## src/rtl/store_pkg.sv

```systemverilog
// Shared types and helpers for the store alignment path.
package store_pkg;

  localparam int unsigned DATA_WIDTH = 32;
  localparam int unsigned BE_WIDTH   = 4;

  localparam logic [2:0] F3_SB = 3'b000;
  localparam logic [2:0] F3_SH = 3'b001;
  localparam logic [2:0] F3_SW = 3'b010;

  // One queued store: word address, lane-replicated data, byte enables.
  typedef struct packed {
    logic [DATA_WIDTH-1:0] addr;
    logic [DATA_WIDTH-1:0] wdata;
    logic [BE_WIDTH-1:0]   be;
  } store_entry_t;

  // Natural alignment check; unknown funct3 encodings are rejected.
  function automatic logic store_is_legal(input logic [2:0] funct3,
                                          input logic [1:0] addr_lo);
    logic legal;
    legal = 1'b0;
    case (funct3)
      F3_SB:   legal = 1'b1;
      F3_SH:   legal = ~addr_lo[0];
      F3_SW:   legal = (addr_lo == 2'b00);
      default: legal = 1'b0;
    endcase
    return legal;
  endfunction

  // Byte-enable mask positioned at the addressed lane.
  function automatic logic [BE_WIDTH-1:0] store_be(input logic [2:0] funct3,
                                                   input logic [1:0] addr_lo);
    logic [BE_WIDTH-1:0] be;
    be = '0;
    case (funct3)
      F3_SB:   be = 4'b0001 << addr_lo;
      F3_SH:   be = 4'b0011 << addr_lo;
      F3_SW:   be = 4'b1111;
      default: be = '0;
    endcase
    return be;
  endfunction

endpackage

```

## src/rtl/store_fifo.sv

```systemverilog
// Circular FIFO of store entries; exposes per-slot occupancy and word address.
module store_fifo
  import store_pkg::*;
#(
  parameter int unsigned DEPTH = 4
) (
  input  logic                                clk,
  input  logic                                rst,
  input  logic                                i_push,
  input  store_entry_t                        i_entry,
  input  logic                                i_pop,
  output store_entry_t                        o_head,
  output logic [$clog2(DEPTH):0]              o_count,
  output logic [DEPTH-1:0]                    o_entry_valid,
  output logic [DEPTH-1:0][DATA_WIDTH-3:0]    o_entry_word
);

  localparam int unsigned PW = $clog2(DEPTH);
  localparam int unsigned CW = PW + 1;

  store_entry_t  r_mem [DEPTH];
  logic [PW-1:0] r_wr_ptr;
  logic [PW-1:0] r_rd_ptr;
  logic [CW-1:0] r_count;

  logic          w_full;
  logic          w_empty;
  logic          w_push;
  logic          w_pop;
  logic [PW-1:0] w_off;

  assign w_full  = (r_count == CW'(DEPTH));
  assign w_empty = (r_count == '0);
  assign w_push  = i_push && !w_full;
  assign w_pop   = i_pop && !w_empty;

  // Entry storage; contents are don't-care until the slot is occupied.
  always_ff @(posedge clk) begin
    if (w_push) begin
      r_mem[r_wr_ptr] <= i_entry;
    end
  end

  // Pointers wrap naturally at DEPTH; count tracks occupancy.
  always_ff @(posedge clk or posedge rst) begin
    if (rst) begin
      r_wr_ptr <= '0;
      r_rd_ptr <= '0;
      r_count  <= '0;
    end else begin
      if (w_push) r_wr_ptr <= r_wr_ptr + PW'(1);
      if (w_pop)  r_rd_ptr <= r_rd_ptr + PW'(1);
      case ({w_push, w_pop})
        2'b10:   r_count <= r_count + CW'(1);
        2'b01:   r_count <= r_count - CW'(1);
        default: r_count <= r_count;
      endcase
    end
  end

  // A slot is occupied when its distance from the read pointer is below count.
  always_comb begin
    w_off         = '0;
    o_entry_valid = '0;
    o_entry_word  = '0;
    for (int i = 0; i < DEPTH; i++) begin
      w_off            = PW'(i) - r_rd_ptr;
      o_entry_valid[i] = (CW'(w_off) < r_count);
      o_entry_word[i]  = r_mem[i].addr[DATA_WIDTH-1:2];
    end
  end

  assign o_head  = r_mem[r_rd_ptr];
  assign o_count = r_count;

endmodule

```

## src/rtl/store_align_buffer.sv

```systemverilog
// Store path: legality check, lane replication, error capture, store queue
// and load-overlap hazard detection.
module store_align_buffer
  import store_pkg::*;
#(
  parameter int unsigned DATA_WIDTH = 32,
  parameter int unsigned DEPTH      = 4
) (
  input  logic                    clk,
  input  logic                    rst,
  input  logic                    in_valid,
  output logic                    in_ready,
  input  logic [2:0]              in_funct3,
  input  logic [DATA_WIDTH-1:0]   in_addr,
  input  logic [DATA_WIDTH-1:0]   in_data,
  output logic                    mem_valid,
  input  logic                    mem_ready,
  output logic [DATA_WIDTH-1:0]   mem_addr,
  output logic [DATA_WIDTH-1:0]   mem_wdata,
  output logic [3:0]              mem_be,
  output logic                    misalign_err,
  output logic [DATA_WIDTH-1:0]   err_addr,
  input  logic [DATA_WIDTH-1:0]   ld_addr,
  output logic                    ld_hazard,
  output logic [$clog2(DEPTH):0]  count
);

  localparam int unsigned CW = $clog2(DEPTH) + 1;

  logic                               w_accept;
  logic                               w_legal;
  logic                               w_push;
  logic                               w_err;
  logic                               w_pop;
  logic                               w_hazard;
  logic                               w_unused_ld;
  store_entry_t                       w_entry;
  store_entry_t                       w_head;
  logic [CW-1:0]                      w_count;
  logic [DEPTH-1:0]                   w_entry_valid;
  logic [DEPTH-1:0][DATA_WIDTH-3:0]   w_entry_word;

  logic                               r_misalign_err;
  logic [DATA_WIDTH-1:0]              r_err_addr;

  // Full buffer refuses input regardless of a concurrent pop.
  assign in_ready    = (w_count != CW'(DEPTH));
  assign w_accept    = in_valid && in_ready;
  assign w_legal     = store_is_legal(in_funct3, in_addr[1:0]);
  assign w_push      = w_accept && w_legal;
  assign w_err       = w_accept && !w_legal;
  assign mem_valid   = (w_count != '0);
  assign w_pop       = mem_valid && mem_ready;
  assign w_unused_ld = ^ld_addr[1:0];

  // Replicate the narrow operand across all lanes so no shifter is needed.
  always_comb begin
    w_entry      = '0;
    w_entry.addr = {in_addr[DATA_WIDTH-1:2], 2'b00};
    w_entry.be   = store_be(in_funct3, in_addr[1:0]);
    case (in_funct3)
      F3_SB:   w_entry.wdata = {4{in_data[7:0]}};
      F3_SH:   w_entry.wdata = {2{in_data[15:0]}};
      default: w_entry.wdata = in_data;
    endcase
  end

  store_fifo #(
    .DEPTH (DEPTH)
  ) u_fifo (
    .clk           (clk),
    .rst           (rst),
    .i_push        (w_push),
    .i_entry       (w_entry),
    .i_pop         (w_pop),
    .o_head        (w_head),
    .o_count       (w_count),
    .o_entry_valid (w_entry_valid),
    .o_entry_word  (w_entry_word)
  );

  // One-cycle error pulse; the faulting address is held until the next error.
  always_ff @(posedge clk or posedge rst) begin
    if (rst) begin
      r_misalign_err <= 1'b0;
      r_err_addr     <= '0;
    end else begin
      r_misalign_err <= w_err;
      if (w_err) r_err_addr <= in_addr;
    end
  end

  // Any occupied entry in the same word as the load raises a hazard.
  always_comb begin
    w_hazard = 1'b0;
    for (int i = 0; i < DEPTH; i++) begin
      if (w_entry_valid[i] && (w_entry_word[i] == ld_addr[DATA_WIDTH-1:2])) begin
        w_hazard = 1'b1;
      end
    end
  end

  assign mem_addr     = w_head.addr;
  assign mem_wdata    = w_head.wdata;
  assign mem_be       = w_head.be;
  assign misalign_err = r_misalign_err;
  assign err_addr     = r_err_addr;
  assign ld_hazard    = w_hazard;
  assign count        = w_count;

endmodule
```

## config.mk

```make
export PLATFORM = sky130hd
export DESIGN_NAME = store_align_buffer
export DESIGN_NICKNAME = d
export VERILOG_FILES = /design/src/rtl/store_pkg.sv /design/src/rtl/store_fifo.sv /design/src/rtl/store_align_buffer.sv
export SDC_FILE = /design/constraint.sdc
export NUM_CORES = 1
export LEC_CHECK = 0
export CORE_MARGIN = 10
export CORE_UTILIZATION = 51
export CTS_BUF_LIST = sky130_fd_sc_hd__clkbuf_2
export DETAILED_ROUTE_END_ITERATION = 12
export HOLD_SLACK_MARGIN = 0.05
export MAX_ROUTING_LAYER = met4
export PLACE_DENSITY = 0.83
export SYNTH_ARGS = -nofsm -noshare
export SYNTH_HDL_FRONTEND = slang
export SYNTH_HIERARCHICAL = 1
export SYNTH_SLANG_ARGS = --single-unit
```

## constraint.sdc

```tcl
create_clock -name clk -period 3 [get_ports clk]
set_clock_uncertainty 0.15 [all_clocks]
set_input_delay 0.3 -clock clk [delete_from_list [all_inputs] [get_ports clk]]
set_output_delay 0.3 -clock clk [all_outputs]
set_load 0.005 [all_outputs]
```

# [Yosys cells after proc, flatten, opt, wreduce, memory -nomap -nowiden]
# Memories as Yosys holds them, arrays and structs flattened.
# Cells that the tools add are included.
[word_totals] inputBits=103 ram_bits=264 memories=1 ff_bits=40 wordCells=59
[classes] eq_ne=10 addsub=8 muxes=10 n_shift=2 n_lt_le_gt_ge=4 n_reduce_logical=18 bitwise=1
[mem_list] memory="u_fifo.r_mem" depth=4 word_bits=66 rd=5 rd_ports_with_merged_regs=0 wr=1 line_no="store_fifo.sv:21" source="store_entry_t r_mem [DEPTH];"
[ops] cell="$eq A30 B30 Y1" n=4
[ops] cell="$pmux W32 S2" n=1
[ops] cell="$lt A2 B3 Y1" n=4
[ops] cell="$pmux W4 S3" n=1
[ops] cell="$logic_and A1 B1 Y1" n=10
[ops] cell="$logic_not A3 Y1" n=2
[ops] cell="$mux W1" n=6
[ops] cell="$pmux W3 S2" n=1
[ops] cell="$add A2 B1 Y2 const B" n=2
[ops] cell="$shl A1 B2 Y4 const A" n=1
[ops] cell="$shl A2 B2 Y4 const A" n=1
[ops] cell="$sub A1 B2 Y2 const A" n=2
[ops] cell="$sub A2 B2 Y2 const A" n=2
[ops] cell="$add A3 B1 Y3 const B" n=1
[ops] cell="$eq A3 B1 Y1 const B" n=1
[ops] cell="$eq A3 B2 Y1 const B" n=1
[ops] cell="$eq A3 B3 Y1 const B" n=1
[ops] cell="$logic_not A1 Y1" n=3
[ops] cell="$ne A3 B3 Y1 const B" n=1
[ops] cell="$pmux W1 S3" n=1
[ops] cell="$reduce_bool A3 Y1" n=1
[ops] cell="$sub A3 B1 Y3 const B" n=1
[ops] cell="$eq A2 B1 Y1 const B" n=1
[ops] cell="$eq A2 B2 Y1 const B" n=1
[ops] cell="other kinds (3)" n=3

# [Depth between registers and ports, before layout]
# Gate-level depths: netlist of run 1.
[logic_depth] ltp_word=7 ltp_mapped=13 ltp_nobuf=13

# [Modules after synthesis]
# The synthesis of run 1 kept the hierarchy.
[by_module_without_submodules] mod="store_fifo" n_inst=1 cells_each=530 area_each_um2=11269.6
[by_module_without_submodules] mod="store_align_buffer" n_inst=1 cells_each=310 area_each_um2=3088.0

# [Least setup slack after synthesis of run 1]
# No wires, ideal clock.
[synth_timing] path_kind="input -> register" from="in in_funct3[0]" to="mem u_fifo/r_mem[0][0] (netlist name) (enable)" t_required_ns=2.417 n_path_buf=1 path_slack_ns=-0.461 arrival_ns=2.878 path_stages=7 path_cell_list="buf_6 > o21a_1 > o22a_1 > nor3_1 > inv_1 > a31oi_4 > and2_1"
[synth_via] elab_chain_len=6 word_cells_on_any_way=8 cone_classes="2 x eq/ne; 3 x mux; 3 x reduce/logical"
[synth_lines] element="start, declared" line_no="store_align_buffer.sv:13" source="input logic [2:0] in_funct3,"
[synth_lines] element="$eq A3 B2 Y1 (tied with other cells)" line_no="store_pkg.sv:23" source="case (funct3)"
[synth_lines] element="$pmux W1 S3 (*)" line_no="store_pkg.sv:23"
[synth_lines] element="$logic_and A1 B1 Y1 (*)" line_no="store_align_buffer.sv:50" source="assign w_push = w_accept && w_legal;"
[synth_lines] element="named net w_push" line_no="store_align_buffer.sv:32" source="logic w_push;"
[synth_lines] element="$logic_and A1 B1 Y1 (*)" line_no="store_fifo.sv:34" source="assign w_push = i_push && !w_full;"
[synth_lines] element="$mux W1 (*)" line_no="store_fifo.sv:39" source="if (w_push) begin"
[synth_lines] element="$mux W1 (not written as such) (*)" line_no="store_fifo.sv:40" source="r_mem[r_wr_ptr] <= i_entry;"
[synth_lines] element="end, declared" line_no="store_fifo.sv:21"
# Mark *: on every way through the listed nets, which the timed path passes. The rest lies on a longest branch.

# [Worst setup path after layout of run 1]
[layout_timing] from="reg u_fifo.r_rd_ptr[1]" to="out ld_hazard"
[layout_via] elab_chain_len=7 word_cells_on_any_way=16 cone_classes="4 x add/sub; 4 x order compare; 4 x mux; 4 x reduce/logical"
[layout_lines] element="start, declared" line_no="store_fifo.sv:23" source="logic [PW-1:0] r_rd_ptr;"
[layout_lines] element="start signal, assigned" line_no="store_fifo.sv:52" source="if (w_pop) r_rd_ptr <= r_rd_ptr + PW'(1);"
[layout_lines] element="$sub A1 B2 Y2" line_no="store_fifo.sv:67" source="w_off = PW'(i) - r_rd_ptr;"
[layout_lines] element="$lt A2 B3 Y1" line_no="store_fifo.sv:68" source="o_entry_valid[i] = (CW'(w_off) < r_count);"
[layout_lines] element="named net w_entry_valid[0]" line_no="store_align_buffer.sv:40" source="logic [DEPTH-1:0] w_entry_valid;"
[layout_lines] element="$logic_and A1 B1 Y1" line_no="store_align_buffer.sv:97" source="if (w_entry_valid[i] && (w_entry_word[i] == ld_addr[DATA_WIDTH-1:2])) begin"
[layout_lines] element="$mux W1 (4 in a row)" line_no="store_align_buffer.sv:97"
[layout_lines] element="end, declared" line_no="store_align_buffer.sv:24" source="output logic ld_hazard,"
# The timed path passes the listed nets, and every way through them passes these cells.

==> impl_metrics.csv, run 1 <==
group,metric,value,unit
timing,tightest_slew,0.814,ns
route,wl_per_cell,23.8,um
worst_setup_path,critPathMaxFanout,4,
floorplanning,initial_core_util,51.7,%
synth,avgSynthCellArea,17.1,um2
route,vias,8148,
route,drcViolationCount,0,
synth,syn-cell-area,14400,um2
worst_setup_path,reg2reg_depth,15,
timing,fin_crit,3.40,ns
power,cellLeakagePower,6.33,nW
floorplanning,die_w,188,um
floorplanning,row_count,61,
worst_setup_path,cp_data_arrival_time,2.95,ns
synth,synthDistinctLibCells,37,
worst_setup_path,critPathLaunch,"u_fifo/r_rd_ptr[1]",
synth,synth-edff-count,272,
cts,h-tree-depth,3,
power,p_sw,0.00412,W
route,drtPass1Iterations,7,
cts,clk_pin_slew,0.10,ns
cts,clk_latency,0.82,ns
timing,report.final.hold_viol_count,0,
synth,yosysTopAreaCellShare,56.9,%
worst_setup_path,r2r_end,"u_fifo/o_count[2]",
final_layout,final_nets,1219,
global_routing,track_usage,21.3,%
route,drt_iter0_markers,610,
worst_setup_path,regToRegStartpoint,"u_fifo/o_count[1]",
global_routing,grt_start_max_net_pins,51,
worst_setup_path,ff2ff_setup_slack,0.52,ns
worst_setup_path,crit_type,"reg -> out",
timing,fin_crit_sh,113,%
synth,synth-seq-cells,312,
global_routing,antenna_found_initial,1,
power,comb_power_share,38.3,%
timing,setup_slack,-0.402,ns
synth,yosys.area.top_type,"edfxtp_1",
timing,rsz0062_at_grt,"true",
placement,hpwl,24.3,mm
floorplanning,core,27800,um2
route,wl,36.6,mm
worst_setup_path,endpoint,"ld_hazard",
synth,synthFlopType,"edfxtp_1",
placement,routabilityCongestion,0.905,
final_layout,areaGrowthSynthToFinish,24.6,%
cts,cts-root-buf,"clkbuf_2",
power,peakVddDrop,0.000496,V
worst_setup_path,required,2.55,ns
global_routing,grt_pass1_wl,55.3,mm
timing,setup_viol,37,
power,power_frac_seq,39.6,%
final_layout,mostFrequentLayoutCells,"272 x edfxtp_1, 174 x clkdlybuf4s50_1, 146 x clkbuf_2",
timing,final_max_slew_viol_count,0,
run,max_cap_viol_count,0,
power,p_per_area,757,nW/um2
final_layout,final_common_cell,"edfxtp_1",
status,status,"finished with violations",
cts,cts_tree,"done",
timing,slew_headroom,45.7,%
synth,yosysWarnings,6,
route,post_drt_via_cell_ratio,5.29,
final_layout,drive_above_1_share,30.3,%
status,violations,"negative setup slack",
floorplanning,die_h,188,um
global_routing,overflow,0,
hold_path,hp-class,"in -> reg",
placement,placed_area,16300,um2
cts,cts_buffers,81,
cts,numClockSinks,312,
final_layout,finalInstanceArea,17900,um2
power,switching_share,30.4,%
hold_path,worstHoldStart,"in_data[10]",
placement,dp_slack,0.107,ns
synth,synthTopCellsByArea,"edfxtp_1 57%, mux4_2 11%, dfrtp_1 7.0%",
route,ant_nets,0,
floorplanning,ioPinCount,210,
cts,cts_buffer_depth,3,
worst_setup_path,crit_path_start_kind,"flip-flop",
synth,yosysSeqAreaShare,63.9,%
placement,io_buffers,207,
floorplanning,dieArea,35300,um2
power,p_clk_share,22.1,%
timing,max_freq,294,MHz
synth,synthCells,840,
power,p_int,0.00942,W
worst_setup_path,endpoint_kind,"output pin",
global_routing,grt_pass1_vias,9116,
synth,async_flop_share,12.8,%
==> synth_stat cells (all sizes together) (2+ instances only) <==
master    n
nand2     4
inv      12
mux4     68
nor3      2
xnor2    80
nor4     16
mux2i     9
nand2b    3
or3       2
dfrtp    40
ha        9
and2      5
xor2     47
buf     141
or2       3
edfxtp  272
nor2     15
nand4    25
mux2     49
a21oi    14
clkbuf   11
a211oi    2
==> metal layers <==
metal  vias to the layer above  GRT usage [%]  wire [um]
li1                       3637              -          -
met1                      4067           23.8      13900
met2                       388           35.6      18700
met3                        56           7.01       3230
met4                         0           6.52        837
met5                         -              -          0
==> sequential cells by signal (all words and copies together), names as in the netlist <==
register and cells:
u_fifo/r_wr_ptr 2, u_fifo/r_rd_ptr 2, err_addr 32, misalign_err 1, u_fifo/r_mem 272, u_fifo/o_count 3
==> per-stage QoR <==
stage	power, W	utilization (%)	TNS [ns]	instances	hold WS, ns
after detailed placement	0.0102	58.7	0	1330	0.332
after CTS	0.0137	64.7	-13.72	1537	0.0549
after floorplan	0.00785	-	0	847	-0.0466
after global placement	0.0101	58.7	0	1330	0.324
final	0.0135	64.4	-6.30	1540	0.113
after global routing	0.0143	64.4	-12.39	1539	0.0579
==> layout make-up <==
cell class                      count  area [um2]
Antenna cell                        2        5.00
Multi-Input combinational cell    371        4130
Tap cell                          378         473
Clock buffer                      117         586
Fill cell                        2026        9890
Sequential cell                   312        9180
Timing Repair Buffer              328        3300
Inverter                           12        45.0
Clock inverter                     20         169
==> critical path: stages (launching register included) <==
cell     delay (ns)
dfrtp_4        0.50
buf_12         0.14
xnor2_4        0.14
inv_1          0.10
ha_4           0.23
a21oi_2        0.13
or2_4          0.13
nand4_1        0.11
nor4_1         0.26
nand4_1        0.12
nand4_1        0.13
buf_2          0.15
==> power by group through the flow <==
stage                     clock (W)  combinational [W]  sequential (W)
final                       0.00299            0.00519         0.00537
after detailed placement          0            0.00470         0.00545
after floorplan                   0            0.00242         0.00543
after CTS                   0.00306            0.00526         0.00536
after global routing        0.00331            0.00558         0.00541
after global placement            0            0.00466         0.00543
==> cell families (layout without fill, tap and decap cells) <==
group                    count (synthesis)  count (layout)  share of synthesized area, %
other                                    1              10                        0.0261
XOR/XNOR                               127             127                          7.75
AO/OA/AOI/OAI                           23              23                          1.17
AND/OR/NAND/NOR                         77              77                          3.05
multiplexers                           126             126                          15.1
buffers and inverters                  164             477                          8.09
flip-flops                             312             312                          63.9
adder cells (fa/ha/maj)                 10              10                         0.924
==> repair_timing <==
action / CTS / global route
pin swaps: 4 / 6
hold buffers: 59 / 1
hold endpoints to repair: 265 / 1
cloned: 5 / 0
endpoints found under the setup margin: 69 / 69
buffers inserted: 6 / 0
gates resized for setup: 62 / 56
==> worst min path at each step <==
| stage | slack [ns] | end | cells after the start |
|---|---|---|---|
| CTS | 0.05 | u_fifo/r_mem[2][19] | 2 |
| detailed placement | 0.33 | err_addr[29] | 1 |
| global placement | 0.32 | err_addr[29] | 1 |
| floorplan | -0.05 | u_fifo/o_count[0] | 1 |
| global route | 0.06 | u_fifo/r_mem[3][14] | 2 |
| finish | 0.11 | u_fifo/r_mem[3][14] | 2 |
Note: power is estimated with default switching activity, not from simulation.
==> inputs of run 2 (changes only) <==
==> constraint.sdc (replaced) <==
create_clock -name clk -period 3 [get_ports clk]
set_clock_uncertainty 0.15 [all_clocks]
set_input_delay 0.45 -clock clk [delete_from_list [all_inputs] [get_ports clk]]
set_output_delay 0.45 -clock clk [all_outputs]
set_load 0.005 [all_outputs]
==> run 2 against run 1 <==
  * The run still ends with negative setup slack left
  * Via count is 0.27% higher
  * Sequential share of layout area barely moved
  * Worst setup slack got worse by 0.014 ns
  * Hold slack better by 0.010 ns
  * Power up 3.3%
  * Flip-flop and latch count did not move
  * Count of clock-buffer cells in the layout rose by 6
  * Utilization about the same
  * Critical endpoint unchanged
  * Largest power group is now combinational logic
==> impl_metrics.csv, run 2 (synthesis gave the netlist of run 1 again) <==
group,metric,value,unit
final_layout,mostFrequentLayoutCells,"272 x edfxtp_1, 160 x clkbuf_2, 137 x clkdlybuf4s50_1",
global_routing,grt_start_max_net_pins,43,
timing,final_max_slew_viol_count,0,
placement,io_buffers,207,
timing,rsz0062_at_grt,"true",
timing,fin_crit,3.42,ns
final_layout,areaGrowthSynthToFinish,24.6,%
run,max_cap_viol_count,0,
floorplanning,ioPinCount,210,
cts,cts_buffers,78,
cts,cts-root-buf,"clkbuf_2",
final_layout,final_common_cell,"edfxtp_1",
worst_setup_path,crit_family,"simple AND/OR/NAND/NOR gates",
cts,cts_buffer_depth,3,
global_routing,antenna_found_initial,3,
worst_setup_path,r2r_end,"u_fifo/o_count[2]",
timing,max_freq,293,MHz
worst_setup_path,endpoint_kind,"output pin",
global_routing,overflow,0,
cts,cts_tree,"done",
floorplanning,core,27800,um2
route,drcViolationCount,0,
floorplanning,die_w,188,um
power,p_per_area,782,nW/um2
route,wl,36.2,mm
final_layout,nFillCells,2028,
status,status,"finished with violations",
final_layout,utilization,64.4,%
floorplanning,die_h,188,um
placement,routabilityCongestion,0.946,
worst_setup_path,critPathMaxFanout,3,
global_routing,grt_pass1_vias,8876,
power,cellLeakagePower,6.51,nW
timing,fin_crit_sh,114,%
floorplanning,dieArea,35300,um2
final_layout,drive_above_1_share,38.0,%
timing,slew_headroom,50.0,%
global_routing,grt_pass1_wl,53.0,mm
timing,tightest_slew,0.749,ns
hold_path,hp-class,"in -> reg",
cts,clk_pin_slew,0.10,ns
worst_setup_path,crit_top_cell,"nand4_1",
worst_setup_path,crit_path_start_kind,"flip-flop",
worst_setup_path,critPathLaunch,"u_fifo/r_rd_ptr[0]",
worst_setup_path,path_cells,"buf_12 > buf_12 > nand2b_4 > a21oi_2 > or2_4 > nand4_1 > nor4_2 > nand4_1 > nand4_1 > buf_2",
route,wl_per_cell,23.5,um
timing,tns,-4.54,ns
global_routing,track_usage,20.4,%
timing,setup_viol,33,
cts,clk_latency,0.81,ns
final_layout,regMostFlops,"u_fifo/r_mem",
placement,hpwl,24.9,mm
final_layout,final_nets,1212,
worst_setup_path,crit_cells,10,
route,drt_iter0_markers,608,
route,vias,8170,
final_layout,final_cells,1543,
timing,setup_slack,-0.416,ns
floorplanning,row_count,61,
power,peakVddDrop,0.000499,V
worst_setup_path,cp_data_arrival_time,2.82,ns
route,post_drt_via_cell_ratio,5.29,
worst_setup_path,crit_type,"reg -> out",
worst_setup_path,reg2reg_depth,14,
cts,h-tree-depth,3,
placement,dp_slack,-0.177,ns
worst_setup_path,slowest_stage,"dfrtp_4",
timing,report.final.hold_viol_count,0,
worst_setup_path,regToRegStartpoint,"u_fifo/o_count[0]",
worst_setup_path,cpPeakStageDelay,0.53,ns
worst_setup_path,endpoint,"ld_hazard",
route,ant_nets,0,
worst_setup_path,required,2.40,ns
route,drtPass1Iterations,5,
final_layout,largest_reg_flops,272,
placement,dp.cells,1359,
status,violations,"negative setup slack",
worst_setup_path,critPathBufInv,3,
timing,hold_slack,0.123,ns
worst_setup_path,ff2ff_setup_slack,0.58,ns
cts,numClockSinks,312,
floorplanning,initial_core_util,51.7,%
==> run 2: where the power goes <==
part / switching (W) / leakage, nW / internal, W
Clock: 0.00168 / 0.606 / 0.00151
Sequential: 0.000212 / 2.92 / 0.00516
Combinational: 0.00231 / 2.99 / 0.00312
==> run 2: how the worst min path moves through the flow <==
stage	cells past startpoint	endpoint	slack (ns)	from
global route	1	u_fifo/r_mem[2][58]	0.05	in_addr[22]
finish	1	u_fifo/r_mem[2][66]	0.12	in_addr[30]
detailed placement	1	err_addr[28]	0.33	err_addr[28]
global placement	1	err_addr[29]	0.32	err_addr[29]
CTS	1	u_fifo/r_mem[2][47]	0.06	in_addr[11]
floorplan	1	u_fifo/o_count[0]	0.10	rst
==> run 2: cell type report <==
class / instances / area [um2] / area share (%)
Inverter: 12 / 45.0 / 0.252
Antenna cell: 3 / 7.51 / 0.0420
Clock inverter: 20 / 210 / 1.17
Multi-Input combinational cell: 371 / 4130 / 23.1
Clock buffer: 123 / 616 / 3.44
Sequential cell: 312 / 9180 / 51.3
Timing Repair Buffer: 324 / 3240 / 18.1
Tap cell: 378 / 473 / 2.64
==> run 2: stage by stage <==
step	power (W)	instance area, um2
3_3_place_gp	0.0101	16600
5_1_grt	0.0148	17900
4_1_cts	0.0138	17600
2_1_floorplan	0.00785	14400
6_report	0.0140	17900
3_5_place_dp	0.0102	16600
==> run 2: per-layer routing <==
layer  global-route usage [%]  routed length, um  part of all wire (%)
met5                        -                  0                     0
met4                     6.12                802                   2.2
met2                     33.7              18600                    51
met1                     22.5              13300                    37
met3                     7.90               3540                   9.8
==> run 2: what timing repair did <==
action | in CTS | in global routing
pin swaps | 4 | 6
resized for setup | 139 | 122
buffers inserted | 9 | 14
cloned | 4 | 6
hold buffers | 5 | 2
endpoints found under the hold margin | 26 | 5
endpoints found under the setup margin | 69 | 70
